### config.mk
export PLATFORM = sky130hd
export DESIGN_NAME = mcu_debug_responder
export DESIGN_NICKNAME = d
export VERILOG_FILES = /design/src/rtl/mcu_debug_responder.sv
export SDC_FILE = /design/constraint.sdc
export NUM_CORES = 1
export LEC_CHECK = 0
export ABC_CLOCK_PERIOD_IN_PS = 5170
export CORE_ASPECT_RATIO = 2
export CORE_MARGIN = 1
export CORE_UTILIZATION = 35
export CTS_CLUSTER_SIZE = 25
export DETAILED_ROUTE_END_ITERATION = 12
export PLACE_DENSITY = 0.65
export REMOVE_ABC_BUFFERS = 1
export SETUP_SLACK_MARGIN = 0.2
export SLEW_MARGIN = 20
export SYNTH_ARGS = -nofsm -noshare
export SYNTH_HDL_FRONTEND = slang
export SYNTH_SLANG_ARGS = --single-unit
export TNS_END_PERCENT = 5
### constraint.sdc
create_clock -name clk -period 5.17 [get_ports clk]
set_input_delay 1.2925 -clock clk [delete_from_list [all_inputs] [get_ports clk]]
set_output_delay 1.2925 -clock clk [all_outputs]
set_load 0.03 [all_outputs]
### src/rtl/mcu_debug_responder.sv
// MCU-side debug command responder: executes debugger commands against core halt/reset,
// register-file and memory debug ports. Optional halt timeout: define DBG_HALT_TIMEOUT_EN.
module mcu_debug_responder #(
   parameter int MEM_LATENCY  = 2,
   parameter int RESET_CYCLES = 4,
   parameter int HALT_TIMEOUT = 1024
) (
   input  logic        clk,
   input  logic        rst_n,
   input  logic        valid,
   input  logic        pause,
   input  logic        resume,
   input  logic        reset,
   input  logic        reg_rd,
   input  logic        reg_wr,
   input  logic        mem_rd,
   input  logic        mem_wr,
   input  logic        mem_be,
   input  logic [31:0] addr,
   input  logic [31:0] d_in,
   output logic        busy,
   output logic [31:0] d_rd,
   output logic        error,
   output logic        paused,
   output logic        cpu_halt_req,
   input  logic        cpu_halted,
   output logic        cpu_reset,
   output logic [4:0]  rf_addr,
   output logic [31:0] rf_wdata,
   output logic        rf_we,
   input  logic [31:0] rf_rdata,
   output logic [31:0] mem_addr,
   output logic [31:0] mem_wdata,
   output logic        mem_we,
   output logic        mem_re,
   output logic        mem_byte,
   input  logic [31:0] mem_rdata
);

   typedef enum logic [2:0] {
      S_IDLE, S_HALT_WAIT, S_RESET_PULSE, S_REG_ACC, S_MEM_REQ, S_MEM_WAIT, S_DONE
   } state_t;

   typedef enum logic [2:0] {
      C_NOP, C_REG_RD, C_REG_WR, C_MEM_RD, C_MEM_WR
   } cmd_t;

   localparam logic [31:0] ERR_DATA = 32'hDEAD_BEEF;

   state_t      state_q, state_d;
   cmd_t        cmd_q, cmd_d;
   logic [31:0] addr_q, addr_d;
   logic        be_q, be_d;
   logic [3:0]  cnt_q, cnt_d;
   logic [31:0] d_rd_q, d_rd_d;
   logic        error_q, error_d;
   logic        paused_q, paused_d;
   logic        halt_req_q, halt_req_d;
   logic        cpu_reset_q, cpu_reset_d;
   logic [4:0]  rf_addr_q, rf_addr_d;
   logic [31:0] rf_wdata_q, rf_wdata_d;
   logic        rf_we_q, rf_we_d;
   logic [31:0] mem_addr_q, mem_addr_d;
   logic [31:0] mem_wdata_q, mem_wdata_d;
   logic        mem_we_q, mem_we_d;
   logic        mem_re_q, mem_re_d;
   logic        mem_byte_q, mem_byte_d;

`ifdef DBG_HALT_TIMEOUT_EN
   localparam int TO_W = $clog2(HALT_TIMEOUT + 1);
   logic [TO_W-1:0] to_cnt_q, to_cnt_d;
`endif

   assign busy = valid | (state_q != S_IDLE);

   always_comb begin
      state_d     = state_q;
      cmd_d       = cmd_q;
      addr_d      = addr_q;
      be_d        = be_q;
      cnt_d       = cnt_q;
      d_rd_d      = d_rd_q;
      error_d     = error_q;
      paused_d    = paused_q;
      halt_req_d  = halt_req_q;
      cpu_reset_d = cpu_reset_q;
      rf_addr_d   = rf_addr_q;
      rf_wdata_d  = rf_wdata_q;
      rf_we_d     = 1'b0;
      mem_addr_d  = mem_addr_q;
      mem_wdata_d = mem_wdata_q;
      mem_we_d    = 1'b0;
      mem_re_d    = 1'b0;
      mem_byte_d  = mem_byte_q;
`ifdef DBG_HALT_TIMEOUT_EN
      to_cnt_d    = to_cnt_q;
`endif
      case (state_q)
         S_IDLE: begin
            if (valid) begin
               error_d = 1'b0;
               addr_d  = addr;
               be_d    = mem_be;
               cmd_d   = C_NOP;
               // Single-step commands and rejected commands all pass through REG_ACC
               // so every one of them completes with the same three-cycle latency.
               if (pause) begin
                  if (paused_q) begin
                     state_d = S_REG_ACC;
                  end else begin
                     halt_req_d = 1'b1;
                     state_d    = S_HALT_WAIT;
`ifdef DBG_HALT_TIMEOUT_EN
                     to_cnt_d   = '0;
`endif
                  end
               end else if (resume) begin
                  halt_req_d = 1'b0;
                  paused_d   = 1'b0;
                  state_d    = S_REG_ACC;
               end else if (reset) begin
                  cpu_reset_d = 1'b1;
                  cnt_d       = 4'(RESET_CYCLES - 1);
                  state_d     = S_RESET_PULSE;
               end else if (reg_rd || reg_wr) begin
                  state_d = S_REG_ACC;
                  if (!paused_q || (addr >= 32'd32)) begin
                     error_d = 1'b1;
                     d_rd_d  = ERR_DATA;
                  end else begin
                     rf_addr_d  = addr[4:0];
                     cmd_d      = reg_rd ? C_REG_RD : C_REG_WR;
                     if (!reg_rd) begin
                        rf_wdata_d = d_in;
                        rf_we_d    = (addr != 32'd0);
                     end else begin
                        rf_we_d    = 1'b0;
                     end
                  end
               end else if (mem_rd || mem_wr) begin
                  if (!paused_q || (!mem_be && (addr[1:0] != 2'b00))) begin
                     error_d = 1'b1;
                     d_rd_d  = ERR_DATA;
                     state_d = S_REG_ACC;
                  end else begin
                     mem_addr_d  = addr;
                     mem_byte_d  = mem_be;
                     mem_wdata_d = mem_be ? {4{d_in[7:0]}} : d_in;
                     mem_re_d    = mem_rd;
                     mem_we_d    = !mem_rd;
                     cmd_d       = mem_rd ? C_MEM_RD : C_MEM_WR;
                     state_d     = S_MEM_REQ;
                  end
               end else begin
                  state_d = S_REG_ACC;
               end
            end else begin
               state_d = S_IDLE;
            end
         end
         S_HALT_WAIT: begin
            if (cpu_halted) begin
               paused_d = 1'b1;
               state_d  = S_DONE;
            end
`ifdef DBG_HALT_TIMEOUT_EN
            else if (to_cnt_q == TO_W'(HALT_TIMEOUT - 1)) begin
               halt_req_d = 1'b0;
               error_d    = 1'b1;
               state_d    = S_DONE;
            end else begin
               to_cnt_d = to_cnt_q + TO_W'(1);
            end
`else
            else begin
               state_d = S_HALT_WAIT;
            end
`endif
         end
         S_RESET_PULSE: begin
            if (cnt_q == 4'd0) begin
               cpu_reset_d = 1'b0;
               state_d     = S_DONE;
            end else begin
               cnt_d = cnt_q - 4'd1;
            end
         end
         S_REG_ACC: begin
            if (cmd_q == C_REG_RD) begin
               d_rd_d = (addr_q == 32'd0) ? 32'd0 : rf_rdata;
            end else begin
               d_rd_d = d_rd_q;
            end
            state_d = S_DONE;
         end
         S_MEM_REQ: begin
            cnt_d   = 4'(MEM_LATENCY - 1);
            state_d = S_MEM_WAIT;
         end
         S_MEM_WAIT: begin
            // Read data is valid on the final wait cycle.
            if (cnt_q == 4'd0) begin
               if (cmd_q == C_MEM_RD) begin
                  d_rd_d = be_q ? {24'd0, mem_rdata[7:0]} : mem_rdata;
               end else begin
                  d_rd_d = d_rd_q;
               end
               state_d = S_DONE;
            end else begin
               cnt_d = cnt_q - 4'd1;
            end
         end
         S_DONE: begin
            state_d = S_IDLE;
         end
         default: begin
            state_d = S_IDLE;
         end
      endcase
   end

   always_ff @(posedge clk or negedge rst_n) begin
      if (!rst_n) begin
         state_q     <= S_IDLE;
         cmd_q       <= C_NOP;
         addr_q      <= 32'd0;
         be_q        <= 1'b0;
         cnt_q       <= 4'd0;
         d_rd_q      <= 32'd0;
         error_q     <= 1'b0;
         paused_q    <= 1'b0;
         halt_req_q  <= 1'b0;
         cpu_reset_q <= 1'b0;
         rf_addr_q   <= 5'd0;
         rf_wdata_q  <= 32'd0;
         rf_we_q     <= 1'b0;
         mem_addr_q  <= 32'd0;
         mem_wdata_q <= 32'd0;
         mem_we_q    <= 1'b0;
         mem_re_q    <= 1'b0;
         mem_byte_q  <= 1'b0;
`ifdef DBG_HALT_TIMEOUT_EN
         to_cnt_q    <= '0;
`endif
      end else begin
         state_q     <= state_d;
         cmd_q       <= cmd_d;
         addr_q      <= addr_d;
         be_q        <= be_d;
         cnt_q       <= cnt_d;
         d_rd_q      <= d_rd_d;
         error_q     <= error_d;
         paused_q    <= paused_d;
         halt_req_q  <= halt_req_d;
         cpu_reset_q <= cpu_reset_d;
         rf_addr_q   <= rf_addr_d;
         rf_wdata_q  <= rf_wdata_d;
         rf_we_q     <= rf_we_d;
         mem_addr_q  <= mem_addr_d;
         mem_wdata_q <= mem_wdata_d;
         mem_we_q    <= mem_we_d;
         mem_re_q    <= mem_re_d;
         mem_byte_q  <= mem_byte_d;
`ifdef DBG_HALT_TIMEOUT_EN
         to_cnt_q    <= to_cnt_d;
`endif
      end
   end

   assign d_rd         = d_rd_q;
   assign error        = error_q;
   assign paused       = paused_q;
   assign cpu_halt_req = halt_req_q;
   assign cpu_reset    = cpu_reset_q;
   assign rf_addr      = rf_addr_q;
   assign rf_wdata     = rf_wdata_q;
   assign rf_we        = rf_we_q;
   assign mem_addr     = mem_addr_q;
   assign mem_wdata    = mem_wdata_q;
   assign mem_we       = mem_we_q;
   assign mem_re       = mem_re_q;
   assign mem_byte     = mem_byte_q;

endmodule

==> results of run 1 <==
[critical path, stage by stage]
cell and delay (ps):
clkdlybuf4s50_1 540, nor2_1 60, nand2_1 80, clkdlybuf4s50_1 660
[logic make-up after synthesis]
| kind of cell | after synthesis |
|---|---|
| AO/OA/AOI/OAI | 114 |
| XOR/XNOR | 1 |
| adder cells (fa/ha/maj) | 1 |
| buffers and inverters | 47 |
| flip-flops | 184 |
| multiplexers | 88 |
| AND/OR/NAND/NOR | 261 |
[metrics by stage]
step	hold slack [ps]	setup WS, ps
2_1_floorplan	441	-437
3_3_place_gp	460	1160
3_5_place_dp	463	1090
4_1_cts	481	1230
5_1_grt	489	1180
6_report	477	1250
[path summary, 6_finish.rpt]
kind	slack, ps	from	to
worst max-delay path	1250	valid	busy
worst min-delay path	480	addr_q[1]$_DFFE_PN0P_	addr_q[1]$_DFFE_PN0P_
worst max register to register	1800	state_q[1]$_DFFE_PN0P_	d_rd[4]$_DFFE_PN0P_
worst min register to register	480	addr_q[1]$_DFFE_PN0P_	addr_q[1]$_DFFE_PN0P_
max in group asynchronous	3240	rst_n	addr_q[30]$_DFFE_PN0P_
min in group asynchronous	920	rst_n	rf_wdata[22]$_DFFE_PN0P_
[state kept, by name (all words and copies together) (netlist names), 3 cells and up]
signal and cells:
addr_q 32, cmd_q 3, cnt_q 4, d_rd 32, mem_addr 32, mem_wdata 32, rf_addr 5, rf_wdata 32
state_q 3
[report_power, final]
part	total (mW)	internal, mW	switching (mW)
clock network	1.28	0.709	0.576
logic	1.37	0.609	0.763
registers	1.92	1.72	0.209
total	4.58	3.03	1.55
[layer usage]
| metal | GRT usage (%) | vias to the layer above | share of wire [%] |
|---|---|---|---|
| li1 | - | 2978 | - |
| met1 | 21.9 | 3046 | 35 |
| met2 | 38.3 | 223 | 55 |
| met3 | 5.37 | 42 | 5.7 |
| met4 | 10.4 | 2 | 3.7 |
| met5 | 0 | - | 0.056 |
[cell type report]
class                   count  share of cell area [%]
diodes                      1                  0.0218
clock buffers              20                    4.07
clock inverters            12                   0.993
inverters                   6                   0.196
multi-input cells         465                    26.1
flip-flops and latches    184                    40.2
well taps                 276                    3.01
repair buffers            294                    25.4
[synth_stat cells (all sizes together), types with 2 or more instances]
cell,n
nand2b,24
nor2b,2
o21ai,7
mux2,87
a22o,8
dfrtp,184
inv,6
nor4,15
nor2,40
and2,4
nor3,5
a21oi,34
nand2,148
a22oi,3
a21o,2
a2bb2oi,24
a31oi,26
nor3b,3
nand3,6
buf,21
nand3b,2
clkbuf,20
nand4,4
==> out/qor.yml, run 1 <==
status:
  status: "finished clean"
layout:
  fill_cells: 2012
  drive_gt1_share_pct: 13.6
  final_common_cell: "clkdlybuf4s50_1"
  postLayoutCoreUtil_pct: 52.2
  finalNonFillerCells: 1258
  ff_latch_area_sq_um: 4600
  area_growth_pct: 46.7
  fin_nets: 1109
  multi_input_area_sq_um: 3000
  mostFrequentLayoutCells: "clkdlybuf4s50_1 (280), dfrtp_1 (184), nand2_1 (148)"
  design_area_sq_um: 11500
worst_setup_path:
  cp.arrival_ps: 2630
  worstPathRequired_ps: 3880
  critPathKind: "input port to output pin"
  cp_max_fo: 5
  critical_path.startpoint_type: "input port"
  cp-end-kind: "output pin"
  r2r_cells: 5
sta:
  max_slew_margin_pct: 30.2
  final_max_slew_viol_count: 0
  post-route-period-util_pct: 75.9
  setup_viol: 0
  hold_violations: 0
  worst_slew_pin_slew_ps: 1050
  rsz0062_at_grt: "no"
  skew_ps: 8.92
  setup_tns_ps: 0
  period_minus_slack_ps: 3920
  max_freq_ghz: 0.255
placed_design:
  gp_congestion: 0.814
  place.port_buffers: 281
  dpl_cell_area_sq_um: 10900
  dp.cells: 1225
  hpwlAfterDp_microns: 17300
clocking:
  htree_levels: 4
  cts_made_buffers: 17
  path_clk_slew_ps: 60
  cts-resized-gates: 0
  cts_sinks: 184
  hold_buffers: 0
  clockRootBuffer: "clkbuf_16"
  cts_tree: "done"
  post_cts_buffers: 0
  cts.path.max_buffers: 2
  worstSkewPairLatency_ps: 440
synth:
  netlist_top_cells_area: "dfrtp_1 (59%), mux2_2 (12%), nand2_1 (7.1%)"
  synthXorXnorAreaFrac_pct: 0.112
  yosys_warnings: 0
  yosys.area.top_type_share_pct: 58.9
  synth_largest_area_cell: "dfrtp_1"
  syn_area_sq_um: 7810
  synth-main-ff-cell: "dfrtp_1"
  async_reset_ff_share_pct: 100
  synth_fa_ha_area_share_pct: 0.160
  postSynthAreaPerCell_sq_um: 11.2
  synth_cell_types: 50
  synth-compound-area-share_pct: 10.1
  synthMuxAreaShare_pct: 12.7
  synth-simple-area-share_pct: 15.2
  synth_top_family_by_area: "simple AND/OR/NAND/NOR gates"
  ys_ff_latch: 184
  syn_inst: 696
  synth_edf_count: 0
  yosysSeqAreaShare_pct: 58.9
die:
  core-area_sq_um: 22000
  die_w_microns: 108
  initial_core_util_pct: 35.6
  ios: 282
  die-area_sq_um: 23000
  rows: 77
  die_h_microns: 213
pwr:
  peakVddDrop_mv: 0.222
  cellLeakagePower_nw: 5.25
  p_total_mw: 4.58
  power_density_nw_per_um2: 400
routing:
  drc_errors: 0
  wire_per_inst_microns: 18.6
  drt_wl_total_microns: 23400
  drt-initial-drc-count: 210
  dr_total_vias: 6291
  ant_nets: 0
  viasPerCell: 5.00
  drtPass1Iterations: 4
global_route:
  grt_usage_pct: 21.0
  grt_first_pass_wirelength_microns: 35700
  grt_antenna_before_repair: 3
  overflow: 0
  grt_pass1_vias: 6429
  grt_max_degree: 98
job:
  cap_violations: 0
min_path:
  hold_depth: 2
  hp-class: "register to register"
(Power assumes the default switching activity.)
==> run 2: changes to the inputs <==
--- a/config.mk
+++ b/config.mk
@@ -5,13 +5,13 @@
 export SDC_FILE = /design/constraint.sdc
 export NUM_CORES = 1
 export LEC_CHECK = 0
-export ABC_CLOCK_PERIOD_IN_PS = 5170
+export ABC_CLOCK_PERIOD_IN_PS = 3500
 export CORE_ASPECT_RATIO = 2
 export CORE_MARGIN = 1
 export CORE_UTILIZATION = 35
 export CTS_CLUSTER_SIZE = 25
 export DETAILED_ROUTE_END_ITERATION = 12
-export PLACE_DENSITY = 0.65
+export PLACE_DENSITY = 0.68
 export REMOVE_ABC_BUFFERS = 1
 export SETUP_SLACK_MARGIN = 0.2
 export SLEW_MARGIN = 20
==> constraint.sdc (replaced) <==
create_clock -name clk -period 3.5 [get_ports clk]
set_input_delay 0.875 -clock clk [delete_from_list [all_inputs] [get_ports clk]]
set_output_delay 0.875 -clock clk [all_outputs]
set_load 0.03 [all_outputs]
==> run 2 against run 1 <==
  * Core utilization up 0.81 points
  * Via count up 0.76%
  * Critical path depth unchanged
  * Worst hold slack got worse by 44 ps
  * Sequential power up 48%
  * First-iteration DRC count decreased by 6.2%
  * Clock power increased by 60%
  * Largest power group unchanged
  * Highest routed layer is now met4
==> out/qor.yml, run 2 (synthesized netlist as in run 1, its figures left out) <==
routing:
  drtPass1Iterations: 4  # unchanged
  wire_per_inst_microns: 18.2  # -1.9%
  viasPerCell: 5.00  # about the same
  drt-initial-drc-count: 197  # -6.2%
  drc_errors: 0  # unchanged
  ant_nets: 0  # unchanged
  drt_wl_total_microns: 23100  # -1.2%
  dr_total_vias: 6339  # +0.76%
clocking:
  cts_tree: "done"
  path_clk_slew_ps: 60  # about the same
  cts_sinks: 184  # unchanged
  cts.path.max_buffers: 2  # unchanged
  cts_made_buffers: 17  # unchanged
  post_cts_buffers: 0  # unchanged
  cts-resized-gates: 0  # unchanged
  clockRootBuffer: "clkbuf_16"
  hold_buffers: 0  # unchanged
  worstSkewPairLatency_ps: 430  # about the same
  htree_levels: 4  # unchanged
die:
  rows: 77  # unchanged
  core-area_sq_um: 22000  # unchanged
  ios: 282  # unchanged
  initial_core_util_pct: 35.6  # unchanged
  die_w_microns: 108  # unchanged
  die_h_microns: 213  # unchanged
  die-area_sq_um: 23000  # unchanged
layout:
  area_growth_pct: 49.0
  mostFrequentLayoutCells: "clkdlybuf4s50_1 (280), dfrtp_1 (184), nand2_1 (148)"
  fin_nets: 1120  # +0.99%
  diodes: 0  # -1
  design_area_sq_um: 11600  # +1.5%
  fill_cells: 2009  # -0.15%
  final_common_cell: "clkdlybuf4s50_1"
  finalNonFillerCells: 1267  # +0.72%
  drive_gt1_share_pct: 14.1  # +0.57 points
global_route:
  overflow: 0  # unchanged
  grt_antenna_before_repair: 0  # -3
  grt_usage_pct: 20.5  # -0.50 points
  grt_first_pass_wirelength_microns: 35500  # -0.66%
  grt_max_degree: 68  # -31%
  grt_pass1_vias: 6668  # +3.7%
placed_design:
  gp_congestion: 0.810  # -0.47%
  dpl_cell_area_sq_um: 11000  # +1.3%
  place.port_buffers: 281  # unchanged
  post-place-ws_ps: 123  # -970 ps
  dp.cells: 1236  # +0.90%
  hpwlAfterDp_microns: 17100  # -1.4%
worst_setup_path:
  reg2reg_from: "cnt_q[0]$_DFFE_PN0P_"
  cp.arrival_ps: 2230  # -400 ps
  cp-startpoint: "valid"
  cp_max_fo: 5  # unchanged
  worstPathRequired_ps: 2620  # -1260 ps
  critPathMaxStageDelay_ps: 660  # about the same
  crit_buf_inv: 2  # unchanged
  cp-end-kind: "output pin"
  path_cells: "clkdlybuf4s50_1 -> nor2_1 -> nand2_1 -> clkdlybuf4s50_1"
  critical_path.startpoint_type: "input port"
  crit_family: "buffers and inverters"
  slowest_stage: "clkdlybuf4s50_1"
  critPathKind: "input port to output pin"
  critPathMostFrequentCell: "clkdlybuf4s50_1"
status:
  status: "finished clean"
sta:
  worst_slew_pin_slew_ps: 905  # -140 ps
  fin_ws_ps: 393  # -852 ps
  max_freq_ghz: 0.322
  final_max_slew_viol_count: 0  # unchanged
  period_minus_slack_ps: 3110
  post-route-period-util_pct: 88.8
  hold_violations: 0  # unchanged
  setup_viol: 0  # unchanged
  skew_ps: 8.96  # +0.0384 ps
  max_slew_margin_pct: 39.6  # +9.4 points
  rsz0062_at_grt: "no"
pwr:
  p_switching_mw: 2.28  # +47%
  power_frac_comb_pct: 29.5  # -0.5 points
  cellLeakagePower_nw: 5.34  # +1.7%
  power_density_nw_per_um2: 597  # +49%
  intPower_mw: 4.67  # +54%
  peakVddDrop_mv: 0.336  # +51%
  power.share.clock_pct: 29.4  # +1.4 points
  swShare_pct: 32.8  # -0.96 points
  seqPwrFrac_pct: 41.0  # -1.0 points
job:
  cap_violations: 0  # unchanged
min_path:
  hp-class: "input port to asynchronous set/reset pin"
## run 2: final timing paths
path	to	slack [ps]	cells after the start
min reg2reg	addr_q[8]$_DFFE_PN0P_	480	2
min in group clk	addr_q[8]$_DFFE_PN0P_	480	2
max in group asynchronous	addr_q[17]$_DFFE_PN0P_	2300	2
max	busy	390	4
max reg2reg	d_rd[4]$_DFFE_PN0P_	760	7
min	mem_addr[2]$_DFFE_PN0P_	430	1
## run 2: metrics by stage
stage | power [mW] | utilization (%) | TNS (ps) | hold slack, ps
after floorplan | 3.96 | - | -62660 | 441
after global placement | 4.91 | 50.2 | 0 | 460
after detailed placement | 4.96 | 50.2 | 0 | 463
after CTS | 7.03 | 53.0 | 0 | 449
after global routing | 7.30 | 53.0 | 0 | 474
final | 6.95 | 53.0 | 0 | 433
## run 2: cell type report
cell class / count / area (sq um) / share of cell area, %
clock buffers: 20 / 447 / 3.84
clock inverters: 11 / 171 / 1.47
inverters: 6 / 22.5 / 0.193
multi-input cells: 465 / 2990 / 25.7
flip-flops and latches: 184 / 4600 / 39.5
well taps: 276 / 345 / 2.97
repair buffers: 305 / 3060 / 26.3
## run 2: per-layer routing
layer  up-vias  share of wire (%)  track usage, %
met5         -                  0               0
met4         0                3.2            10.0
met3        34                5.6            4.58
met2       221                 56            39.0
met1      3082                 35            20.4
li1       3002                  -               -
## run 2: power by group through the flow
| stage | Combinational [mW] | Sequential [mW] | Clock (mW) |
|---|---|---|---|
| 4_1_cts | 2.07 | 2.85 | 2.10 |
| 3_3_place_gp | 2.04 | 2.87 | 0 |
| 6_report | 2.05 | 2.85 | 2.05 |
| 2_1_floorplan | 0.749 | 3.21 | 0 |
| 5_1_grt | 2.23 | 2.90 | 2.17 |
| 3_5_place_dp | 2.07 | 2.89 | 0 |
